==> src/rtl/gpio_port_pkg.sv <==
// Shared definitions for the GPIO port: register indices and bus FSM states.
package gpio_port_pkg;

    localparam logic [2:0] GPIO_OUT     = 3'd0;
    localparam logic [2:0] GPIO_DIR     = 3'd1;
    localparam logic [2:0] GPIO_IN      = 3'd2;
    localparam logic [2:0] GPIO_RISE_EN = 3'd3;
    localparam logic [2:0] GPIO_FALL_EN = 3'd4;
    localparam logic [2:0] GPIO_STATUS  = 3'd5;
    localparam logic [2:0] GPIO_SET     = 3'd6;
    localparam logic [2:0] GPIO_CLR     = 3'd7;

    typedef enum logic {
        IDLE = 1'b0,
        ACK  = 1'b1
    } state_t;

endpackage

==> src/rtl/gpio_sync.sv <==
// Multi-flop synchroniser for asynchronous pad inputs; clears to 0 on reset.
module gpio_sync #(
    parameter int WIDTH  = 8,
    parameter int STAGES = 2
) (
    input  logic             clock,
    input  logic             reset,
    input  logic [WIDTH-1:0] d,
    output logic [WIDTH-1:0] q
);

    logic [STAGES-1:0][WIDTH-1:0] chain;

    // Shift the pad value through the flop chain; the oldest entry is the output.
    always_ff @(posedge clock or posedge reset) begin
        if (reset) begin
            chain <= '0;
        end else begin
            chain <= {chain[STAGES-2:0], d};
        end
    end

    assign q = chain[STAGES-1];

endmodule

==> src/rtl/gpio_port.sv <==
// GPIO port: register file, bus handshake, input synchroniser, edge interrupts.
//
// state | meaning
// ------+------------------------------------------------------------
// IDLE  | waiting for a request; a request here is performed at once
// ACK   | o_ready high for this single cycle, then back to IDLE
module gpio_port #(
    parameter int               WIDTH       = 8,
    parameter int               SYNC_STAGES = 2,
    parameter logic [WIDTH-1:0] OUT_RESET   = '0,
    parameter logic [WIDTH-1:0] DIR_RESET   = '0
) (
    input  logic             i_clock,
    input  logic             i_reset,
    input  logic             i_request,
    input  logic             i_rw,
    input  logic [2:0]       i_address,
    input  logic [31:0]      i_wdata,
    output logic [31:0]      o_rdata,
    output logic             o_ready,
    output logic             o_interrupt,
    input  logic [WIDTH-1:0] i_gpio_in,
    output logic [WIDTH-1:0] o_gpio_out,
    output logic [WIDTH-1:0] o_gpio_oe
);
    import gpio_port_pkg::*;

    state_t           state;
    logic [WIDTH-1:0] out_reg;
    logic [WIDTH-1:0] dir_reg;
    logic [WIDTH-1:0] rise_en;
    logic [WIDTH-1:0] fall_en;
    logic [WIDTH-1:0] status;
    logic [WIDTH-1:0] in_sync;
    logic [WIDTH-1:0] in_prev;
    logic [WIDTH-1:0] wdata;
    logic [WIDTH-1:0] read_val;
    logic [WIDTH-1:0] rise;
    logic [WIDTH-1:0] fall;
    logic [WIDTH-1:0] w1c;
    logic             accept;
    logic             write;
    logic             wdata_unused;

    // Bits above WIDTH are deliberately dropped on writes.
    assign wdata        = i_wdata[WIDTH-1:0];
    assign wdata_unused = ^i_wdata;

    assign accept = (state == IDLE) && i_request;
    assign write  = accept && i_rw;

    gpio_sync #(
        .WIDTH  (WIDTH),
        .STAGES (SYNC_STAGES)
    ) u_sync (
        .clock (i_clock),
        .reset (i_reset),
        .d     (i_gpio_in),
        .q     (in_sync)
    );

    assign rise = in_sync & ~in_prev & rise_en;
    assign fall = ~in_sync & in_prev & fall_en;
    assign w1c  = (write && i_address == GPIO_STATUS) ? wdata : '0;

    // Read mux; write-only and out-of-range registers read as zero.
    always_comb begin
        read_val = '0;
        case (i_address)
            GPIO_OUT:     read_val = out_reg;
            GPIO_DIR:     read_val = dir_reg;
            GPIO_IN:      read_val = in_sync;
            GPIO_RISE_EN: read_val = rise_en;
            GPIO_FALL_EN: read_val = fall_en;
            GPIO_STATUS:  read_val = status;
            default:      read_val = '0;
        endcase
    end

    // Bus FSM: one cycle of ACK after every accepted request.
    always_ff @(posedge i_clock or posedge i_reset) begin
        if (i_reset) begin
            state <= IDLE;
        end else begin
            case (state)
                IDLE:    if (i_request) state <= ACK;
                default: state <= IDLE;
            endcase
        end
    end

    assign o_ready = (state == ACK);

    // Read data is captured at acceptance and held only for the ACK cycle.
    always_ff @(posedge i_clock or posedge i_reset) begin
        if (i_reset) begin
            o_rdata <= '0;
        end else begin
            o_rdata <= (accept && !i_rw) ? 32'(read_val) : '0;
        end
    end

    // Writable configuration registers, including SET/CLR side doors into OUT.
    always_ff @(posedge i_clock or posedge i_reset) begin
        if (i_reset) begin
            out_reg <= OUT_RESET;
            dir_reg <= DIR_RESET;
            rise_en <= '0;
            fall_en <= '0;
        end else if (write) begin
            case (i_address)
                GPIO_OUT:     out_reg <= wdata;
                GPIO_DIR:     dir_reg <= wdata;
                GPIO_RISE_EN: rise_en <= wdata;
                GPIO_FALL_EN: fall_en <= wdata;
                GPIO_SET:     out_reg <= out_reg | wdata;
                GPIO_CLR:     out_reg <= out_reg & ~wdata;
                default:      ;
            endcase
        end
    end

    // Edge capture: a new edge beats a simultaneous write-1-to-clear.
    always_ff @(posedge i_clock or posedge i_reset) begin
        if (i_reset) begin
            in_prev <= '0;
            status  <= '0;
        end else begin
            in_prev <= in_sync;
            status  <= (status & ~w1c) | rise | fall;
        end
    end

    // Registered level interrupt follows any pending status bit.
    always_ff @(posedge i_clock or posedge i_reset) begin
        if (i_reset) begin
            o_interrupt <= 1'b0;
        end else begin
            o_interrupt <= |status;
        end
    end

    assign o_gpio_out = out_reg;
    assign o_gpio_oe  = dir_reg;

endmodule

==> config.mk <==
export PLATFORM = sky130hd
export DESIGN_NAME = gpio_port
export DESIGN_NICKNAME = d
export VERILOG_FILES = /design/src/rtl/gpio_port_pkg.sv /design/src/rtl/gpio_sync.sv /design/src/rtl/gpio_port.sv
export SDC_FILE = /design/constraint.sdc
export NUM_CORES = 1
export LEC_CHECK = 0
export BUFFER_PORTS_ARGS = -buffer_cell sky130_fd_sc_hd__clkbuf_2
export CAP_MARGIN = 5
export CORE_MARGIN = 1
export CORE_UTILIZATION = 25
export CTS_BUF_LIST = sky130_fd_sc_hd__clkbuf_4 sky130_fd_sc_hd__clkbuf_8
export DETAILED_ROUTE_END_ITERATION = 10
export GPL_ROUTABILITY_DRIVEN = 0
export SLEW_MARGIN = 10
export SYNTH_ARGS = -nofsm -noshare
export SYNTH_HDL_FRONTEND = slang
export SYNTH_HIERARCHICAL = 1
export SYNTH_SLANG_ARGS = --single-unit
==> constraint.sdc <==
create_clock -name i_clock -period 1.9 [get_ports i_clock]
set_clock_uncertainty 0.15 [all_clocks]
set_input_delay 0.38 -clock i_clock [delete_from_list [all_inputs] [get_ports i_clock]]
set_output_delay 0.38 -clock i_clock [all_outputs]
set_load 0.1 [all_outputs]
==> impl_metrics.json, run 1 <==
{
  "gr-usage-all-layers_pct": 12.0,
  "period_minus_slack_ps": 1820,
  "grt_pass1_wl_mm": 12.9,
  "leakagePower_nw": 1.86,
  "grt_overflow_total": 0,
  "synthAdderAreaFrac_pct": 0,
  "vias_per_cell": 4.33,
  "final_cell_area_mm2": 0.00405,
  "tightestPinTransition_ps": 573,
  "setup_viol": 0,
  "syn_avg_cell_area_um2": 11.8,
  "fin_cells": 534,
  "num_rows": 42,
  "dieArea_mm2": 0.0142,
  "drv_slew": 0,
  "root_buffer": "clkbuf_8",
  "drtIter0Drc": 159,
  "ys.flop_type": "dfrtp_1",
  "crit_type": "flop to flop",
  "fin_crit_sh_pct": 95.7,
  "area_delta_synth_final_pct": 18.1,
  "setup_tns_ps": 0,
  "ys_ff_latch": 74,
  "rsz0062_at_grt": "false",
  "cts_sinks": 74,
  "coreArea_mm2": 0.0133,
  "arrival_ps": 1900,
  "yosysWarnings": 6,
  "clk_latency_ps": 340,
  "synth_xor_xnor_area_share_pct": 0,
  "dp_slack_ps": 22.6,
  "cp_max_fo": 5,
  "outcome": "completed",
  "yosysSeqAreaShare_pct": 54.0,
  "htreeDepth": 3,
  "hold_ws_ps": 164,
  "grt_max_degree": 59,
  "io_pins": 97,
  "dp_cells": 509,
  "drt_drc_violations_left": 0,
  "cts_buffers": 9,
  "synth-compound-area-share_pct": 10.1,
  "n_antenna_cell": 0,
  "io_buffers": 48,
  "hold_buffers": 9,
  "crit_start": "o_ready$_DFF_PP0_",
  "post_drt_wl_per_cell_um": 14.9,
  "setup_ws_ps": 80.9,
  "via_count": 2312,
  "async_flop_share_pct": 100,
  "cts_resized": 0,
  "yosys.area_share.simple_pct": 11.2,
  "required_ps": 1980,
  "cts_tree": "done",
  "synthMuxAreaShare_pct": 14.6,
  "final_nets": 400,
  "synth_top_family_by_area": "multiplexers",
  "place_area_mm2": 0.00379,
  "netlist_area_mm2": 0.00343,
  "ir_worst_vdd_mv": 0.406,
  "grt_pass1_vias": 2355,
  "drive_above_1_share_pct": 31.6,
  "clkSlewWorstSetupHoldPaths_ps": 80,
  "synth_cells": 291,
  "hpwl_mm": 5.79,
  "hold_path.class": "input pin to flop",
  "hp-start": "i_request",
  "cts_max_path_buffers": 2,
  "cts_setup_buffers": 0,
  "slew_headroom_pct": 61.9,
  "initial_core_util_pct": 25.8,
  "fmax_mhz": 550,
  "power_density_mw_per_mm2": 1070,
  "end_kind": "flop",
  "reg2reg_from": "o_ready$_DFF_PP0_",
  "wirelength_mm": 7.98,
  "ant_nets": 0,
  "antenna_found_initial": 0,
  "dr.pass1.iters": 4,
  "synth-edff-count": 0,
  "hold_violations": 0,
  "drv_cap": 0,
  "die_h_um": 119,
  "synth_cell_types": 37,
  "die_w_um": 119,
  "startpoint_type": "flop"
}
==> final cells by class <==
| class | instances | area (µm²) |
|---|---|---|
| Fill cell | 1366 | 9240 |
| Sequential cell | 74 | 1860 |
| Multi-Input combinational cell | 191 | 1320 |
| Timing Repair Buffer | 73 | 463 |
| Tap cell | 176 | 220 |
| Clock buffer | 13 | 160 |
| Inverter | 4 | 18.8 |
| Clock inverter | 3 | 15.0 |
==> cells in the mapped netlist, types with 7 or more instances <==
library cell  count  share of area, %
dfrtp_1          74                54
buf_4            34               7.4
nand2_1          29               3.2
nor2_1           16               1.8
mux2_2           14               4.6
a21oi_1          11               1.6
mux2i_1          10               2.9
a22oi_1           9               2.0
nand3_1           9               1.3
o21ai_0           9               1.3
mux2_4            8               3.5
o2bb2ai_1         7               1.8
==> critical path, stage by stage, from the launching register on <==
cell and delay, ps:
dfrtp_4 500, and4bb_4 360, and3_1 180, buf_4 170
mux2_2 340
==> path summary, 6_finish.rpt <==
check,slack (ps),endpoint,cells past startpoint
worst max-delay path,80,rise_en[3]$_DFFE_PP0P_,4
worst min-delay path,160,o_ready$_DFF_PP0_,2
worst max register to register,80,rise_en[3]$_DFFE_PP0P_,4
worst min register to register,200,u_sync/q[2]$_DFF_PP0_,0
max in group asynchronous,810,o_ready$_DFF_PP0_,4
min in group asynchronous,470,u_sync/chain[1]$_DFF_PP0_,4
==> metal layers <==
layer / wire length (µm) / vias up / track usage [%]
met1: 3810 / 1122 / 16.7
met5: 0 / - / 0
met4: 117 / 0 / 5.93
met3: 520 / 9 / 3.16
met2: 3530 / 84 / 17.1
li1: - / 1097 / -
==> flip-flops by register name, summed over array words and instances, names as in the netlist <==
signal / count
fall_en: 8
in_prev: 8
o_gpio_oe: 8
o_gpio_out: 8
o_interrupt: 1
o_rdata: 8
o_ready: 1
rise_en: 8
status: 8
u_sync/chain: 8
u_sync/q: 8
==> power breakdown <==
part,leakage [nW],internal [W],switching (W)
Sequential,0.864,0.00177,0.000161
Clock,0.0974,0.000548,0.000556
Combinational,0.898,0.000322,0.000960
==> cells by family after synthesis <==
logic type	count (synthesis)
AND/OR/NAND/NOR	76
buffers and inverters	49
flip-flops	74
other	1
AO/OA/AOI/OAI	52
multiplexers	39
==> through the flow <==
| stage | util [%] | total power (W) |
|---|---|---|
| after floorplan | - | 0.00303 |
| after global placement | 28.5 | 0.00321 |
| after detailed placement | 28.5 | 0.00324 |
| after CTS | 30.5 | 0.00437 |
| after global routing | 30.5 | 0.00453 |
| final | 30.5 | 0.00432 |
==> layout by cell type (no fill, tap or decap), drive strengths merged, types with 4 or more instances in the layout <==
cell type,netlist,final
a21oi,11,11
a22oi,9,9
buf,41,16
clkbuf,4,61
conb,1,24
dfrtp,74,74
dlygate4sd3,0,9
mux2,25,25
mux2i,10,10
mux4,4,4
nand2,30,30
nand2b,4,4
nand3,9,9
nand3b,5,5
nor2,16,16
o211ai,5,5
o21ai,9,9
o22ai,4,4
o2bb2ai,7,7
(Power assumes the default switching activity.)
==> run 2: changes to the inputs <==
- ABC_AREA: default -> 1
- RECOVER_POWER: default -> 25
==> run 2 against run 1 <==
Synthesized cell count rose by 31%. First-iteration DRC count rose by 3.8%. Wire length rose by 0.84%. Flip-flop and latch count did not move. Non-clock buffer count fell by 3. Sequential share of layout area fell by 1.0 points. Setup slack improved by 51 ps. Cell area rose by 2.1%. Hold slack got worse by 54 ps. Combinational power rose by 12%. Critical path depth fell by 3. Largest power group unchanged.
==> impl_metrics.json, run 2 <==
{
  "fillers": 1455,
  "grt_max_degree": 59,
  "arrival_ps": 1240,
  "cp_max_fo": 3,
  "synth_top_family_by_area": "simple AND/OR/NAND/NOR gates",
  "synth_cell_types": 25,
  "wirelength_mm": 8.04,
  "required_ps": 1370,
  "gr-usage-all-layers_pct": 11.9,
  "post_drt_wl_per_cell_um": 12.8,
  "synthMuxAreaShare_pct": 0,
  "die_h_um": 121,
  "io_buffers": 48,
  "yosysWarnings": 6,
  "drt_drc_violations_left": 0,
  "outcome": "completed",
  "grt_pass1_wl_mm": 13.3,
  "cts_setup_buffers": 0,
  "cts_buffers": 9,
  "hold_ws_ps": 110,
  "worst-path-stages": 1,
  "cpMaxStageDelayCell": "clkbuf_2",
  "htreeDepth": 3,
  "hold_path.class": "input pin to flop",
  "io_pins": 97,
  "via_count": 2722,
  "n_antenna_cell": 0,
  "coreArea_mm2": 0.0138,
  "cts_max_path_buffers": 2,
  "dr.pass1.iters": 4,
  "synthTopCellsByCount": "89 x nand2_1, 74 x dfrtp_1, 36 x buf_4, 30 x inv_1, 29 x nor2_1",
  "final_nets": 488,
  "clkSlewWorstSetupHoldPaths_ps": 80,
  "reg2reg_depth": 4,
  "grt_pass1_vias": 2561,
  "cp_top_family": "buffers and inverters",
  "hold_path_depth": 3,
  "initial_core_util_pct": 25.5,
  "num_rows": 43,
  "drv_cap": 0,
  "yosysSeqAreaShare_pct": 52.5,
  "yosys.area_share.simple_pct": 23.8,
  "ant_nets": 0,
  "drv_slew": 0,
  "syn_avg_cell_area_um2": 9.25,
  "antenna_found_initial": 0,
  "fin_crit_sh_pct": 93.1,
  "synth_cells": 381,
  "netlist_area_mm2": 0.00352,
  "tightestPinTransition_ps": 800,
  "synth-compound-area-share_pct": 10.8,
  "hold_buffers": 8,
  "path_cells": "clkbuf_2",
  "setup_tns_ps": 0,
  "ys.flop_type": "dfrtp_1",
  "cts_tree": "done",
  "area_delta_synth_final_pct": 17.4,
  "async_flop_share_pct": 100,
  "synthAdderAreaFrac_pct": 0,
  "setup_viol": 0,
  "grt_overflow_total": 0,
  "ys_top_cells_by_area": "dfrtp_1 53%, nand2_1 9.5%, buf_4 7.7%",
  "slew_headroom_pct": 46.7,
  "end_kind": "primary output",
  "crit_type": "flop to primary output",
  "yosysMostFrequentCell": "nand2_1",
  "die_w_um": 121,
  "ir_worst_vdd_mv": 0.476,
  "cts_sinks": 74,
  "fmax_mhz": 565,
  "leakagePower_nw": 2.05,
  "hpwl_mm": 5.89,
  "synth-edff-count": 0,
  "dieArea_mm2": 0.0146,
  "final_cell_mix": "89 x nand2_1, 73 x dfrtp_1, 45 x clkbuf_2",
  "r2r_setup_slack_ps": 300,
  "cts_resized": 0,
  "rsz0062_at_grt": "false",
  "period_minus_slack_ps": 1770,
  "vias_per_cell": 4.35,
  "drive_above_1_share_pct": 25.8,
  "startpoint_type": "flop",
  "ys_ff_latch": 74,
  "drtIter0Drc": 165,
  "power_density_mw_per_mm2": 1110,
  "critical_path.max_stage_delay_ps": 480,
  "path_buf_inv": 1,
  "clk_latency_ps": 360,
  "synth_top_area_share_pct": 52.5,
  "hold_violations": 0,
  "synth_xor_xnor_area_share_pct": 0,
  "final_common_cell": "nand2_1",
  "root_buffer": "clkbuf_8",
  "synth.largest_area_cell": "dfrtp_1"
}
[run 2: cell types whose count changed after synthesis, moves of 9 or more]
cell / previous run / this run
nand2_1: 29 / 89
o21ai_2: 0 / 24
mux2i_1: 10 / 0
a22oi_1: 9 / 0
nand4_1: 0 / 24
inv_1: 4 / 30
nor2_1: 16 / 29
mux2_2: 14 / 0
[run 2: cell type report]
| type | instances | area [µm²] | area share (%) |
|---|---|---|---|
| clock buffer | 10 | 131 | 3.18 |
| timing repair buffer | 70 | 424 | 10.3 |
| inverter | 33 | 128 | 3.08 |
| tap | 180 | 225 | 5.44 |
| clock inverter | 6 | 67.6 | 1.63 |
| sequential | 74 | 1850 | 44.8 |
| multi-input combinational | 253 | 1310 | 31.6 |
[run 2: path summary, 6_finish.rpt]
kind                                                  end                      start
worst max-delay path                         o_gpio_oe[0]   o_gpio_oe[0]$_DFFE_PP0P_
worst min-delay path            o_gpio_out[3]$_DFFE_PP0P_                 i_wdata[3]
worst max register to register        status[0]$_DFF_PP0_          o_ready$_DFF_PP0_
worst min register to register      u_sync/q[3]$_DFF_PP0_  u_sync/chain[3]$_DFF_PP0_
max in group asynchronous               o_ready$_DFF_PP0_                    i_reset
min in group asynchronous       u_sync/chain[0]$_DFF_PP0_                    i_reset
[run 2: cell families after synthesis]
family,Yosys count
flip-flops,74
buffers and inverters,77
AO/OA/AOI/OAI,56
AND/OR/NAND/NOR,173
other,1
[run 2: layer usage]
metal | vias to the layer above | wire [µm] | global-route usage [%]
met5 | - | 0 | 0
met4 | 0 | 84 | 3.40
met3 | 9 | 451 | 3.11
met2 | 89 | 3980 | 19.4
met1 | 1306 | 3530 | 15.6
li1 | 1318 | - | -
[run 2: power breakdown]
| group | internal, W | switching, W |
|---|---|---|
| Combinational | 0.000252 | 0.00118 |
| Sequential | 0.00178 | 0.000179 |
| Clock | 0.000622 | 0.000598 |
| Total | 0.00266 | 0.00195 |
[run 2: worst reg2reg max path, stage by stage (launching register included)]
cell,delay [ps]
dfrtp_2,440
nor3_4,300
nand2_1,290
o21ai_0,240
nand2_1,70
[run 2: per-stage QoR]
step,utilization (%),cells,cell area (µm²),setup slack (ps),total power [W]
after floorplan,-,404,3620,181,0.00319
after global placement,28.0,601,3860,151,0.00339
after detailed placement,28.0,601,3860,130,0.00342
after CTS,30.0,625,4140,110,0.00466
after global routing,29.9,626,4140,73.1,0.00482
final,29.9,626,4140,131,0.00461
==> run 3: changes to the inputs <==
--- a/config.mk
+++ b/config.mk
@@ -6,5 +6,4 @@
 export NUM_CORES = 1
 export LEC_CHECK = 0
-export ABC_AREA = 1
 export BUFFER_PORTS_ARGS = -buffer_cell sky130_fd_sc_hd__clkbuf_2
 export CAP_MARGIN = 5
--- a/constraint.sdc
+++ b/constraint.sdc
@@ -3,3 +3,3 @@
 set_input_delay 0.38 -clock i_clock [delete_from_list [all_inputs] [get_ports i_clock]]
 set_output_delay 0.38 -clock i_clock [all_outputs]
-set_load 0.1 [all_outputs]
+set_load 0.005 [all_outputs]
==> run 3 against run 2 <==
Wire length grew 0.91%. Final cell count shrank 15%. First-iteration DRC count shrank 15%. Cell area shrank 2.0%. Sequential share of layout area grew 0.88 points. Critical path depth grew 2. Utilization grew 0.58 points. Critical path type is now flop to flop. Largest cell class unchanged.
==> impl_metrics.json, run 3 (synthesis gave the netlist of run 1 again) <==
{
  "outcome": "completed",
  "fin_cells": 535,
  "drive_above_1_share_pct": 31.2,
  "final_cell_mix": "74 x dfrtp_1, 48 x clkbuf_2, 29 x nand2_1",
  "n_antenna_cell": 0,
  "cts_setup_buffers": 0,
  "wirelength_mm": 8.12,
  "wl_met2_mm": 3.47,
  "die_h_um": 119,
  "startpoint_type": "flop",
  "grt_max_degree": 59,
  "cp_max_fo": 8,
  "hold_ws_ps": 185,
  "dieArea_mm2": 0.0142,
  "r2r-end": "fall_en[2]$_DFFE_PP0P_",
  "drv_cap": 0,
  "crit_type": "flop to flop",
  "arrival_ps": 1830,
  "setup_tns_ps": 0,
  "grt_pass1_wl_mm": 13.3,
  "drt_drc_violations_left": 0,
  "post_drt_wl_per_cell_um": 15.2,
  "hold_path.class": "input pin to flop",
  "slew_headroom_pct": 46.3,
  "via_count": 2390,
  "drv_slew": 0,
  "power_density_mw_per_mm2": 913,
  "highest_layer": "met4",
  "finalPower_w": 0.00370,
  "period_minus_slack_ps": 1740,
  "clk_latency_ps": 350,
  "num_rows": 42,
  "cts_sinks": 74,
  "r2r_setup_slack_ps": 160,
  "hold_end": "o_ready$_DFF_PP0_",
  "tightestPinTransition_ps": 805,
  "initial_core_util_pct": 25.8,
  "grt_pass1_vias": 2441,
  "fin_crit_sh_pct": 91.8,
  "final_common_cell": "dfrtp_1",
  "htreeDepth": 3,
  "cts_tree": "done",
  "dr_wl_met3_um": 665,
  "final_nets": 401,
  "hold_buffers": 9,
  "fmax_mhz": 573,
  "antenna_found_initial": 0,
  "grt_overflow_total": 0,
  "hp-start": "i_request",
  "io_buffers": 48,
  "reg2reg_depth": 3,
  "coreArea_mm2": 0.0133,
  "hold_path_depth": 2,
  "hpwl_mm": 5.82,
  "dp_cells": 510,
  "cts_max_path_buffers": 2,
  "root_buffer": "clkbuf_8",
  "required_ps": 1980,
  "dr.pass1.iters": 4,
  "area_delta_synth_final_pct": 18.2,
  "end_kind": "flop",
  "met1_length_mm": 3.82,
  "cts_resized": 0,
  "reg2reg_from": "o_ready$_DFF_PP0_",
  "hold_violations": 0,
  "clkSlewWorstSetupHoldPaths_ps": 70,
  "ir_worst_vdd_mv": 0.260,
  "rsz0062_at_grt": "false",
  "gr-usage-all-layers_pct": 12.2,
  "drtIter0Drc": 140,
  "setup_viol": 0,
  "cts_buffers": 9,
  "die_w_um": 119,
  "leakagePower_nw": 1.86,
  "vias_per_cell": 4.47,
  "io_pins": 97,
  "ant_nets": 0
}
[run 3: changes by cell type in the layout (fill, tap and decap cells not counted), sizes merged, moves of 5 or more]
cell | before | now
a22oi | 0 | 9
a31oi | 8 | 2
clkbuf | 59 | 64
inv | 32 | 3
mux2 | 0 | 25
mux2i | 0 | 10
nand2 | 94 | 30
nand3 | 19 | 9
nand4 | 24 | 0
nor2 | 32 | 16
o211ai | 0 | 5
o21ai | 40 | 9
o2bb2ai | 0 | 7
[run 3: cell type report]
cell class,instances,area [µm²]
Multi-Input combinational cell,191,1320
Sequential cell,74,1850
Clock buffer,14,180
Tap cell,176,220
Inverter,4,18.8
Clock inverter,2,10.0
Fill cell,1382,9240
Timing Repair Buffer,74,454
[run 3: how the worst max path moves through the flow]
stage                                 start                     end  slack, ps
after global routing      o_ready$_DFF_PP0_  rise_en[3]$_DFFE_PP0P_        100
after floorplan                i_address[2]  rise_en[0]$_DFFE_PP0P_        220
final                     o_ready$_DFF_PP0_  fall_en[2]$_DFFE_PP0P_        160
after detailed placement       i_address[0]    o_rdata[5]$_DFF_PP0_         60
after CTS                 o_ready$_DFF_PP0_  rise_en[3]$_DFFE_PP0P_        160
after global placement         i_address[0]    o_rdata[6]$_DFF_PP0_         50
[run 3: worst max-delay path, cell delays in order (launching register included)]
cell and delay, ps:
dfrtp_1 420, and4b_4 420, and2_4 310, mux2_4 330
[run 3: where the power goes]
group	internal [W]	total, W	switching [W]
Combinational	0.000320	0.000593	0.000273
Clock	0.000607	0.00117	0.000566
Sequential	0.00177	0.00194	0.000167
Total	0.00270	0.00370	0.00101
[run 3: per-stage QoR]
| step | util, % | instance area, µm² | worst slack [ps] |
|---|---|---|---|
| floorplan | - | 3520 | 222 |
| global placement | 28.5 | 3790 | 46.6 |
| detailed placement | 28.5 | 3790 | 60.0 |
| CTS | 30.6 | 4070 | 163 |
| global route | 30.5 | 4060 | 105 |
| finish | 30.5 | 4060 | 156 |
[run 3: metal layers]
metal	vias to the layer above	global-route usage, %
li1	1100	-
met1	1180	17.0
met2	96	17.4
met3	14	3.35
met4	0	5.62
met5	-	0
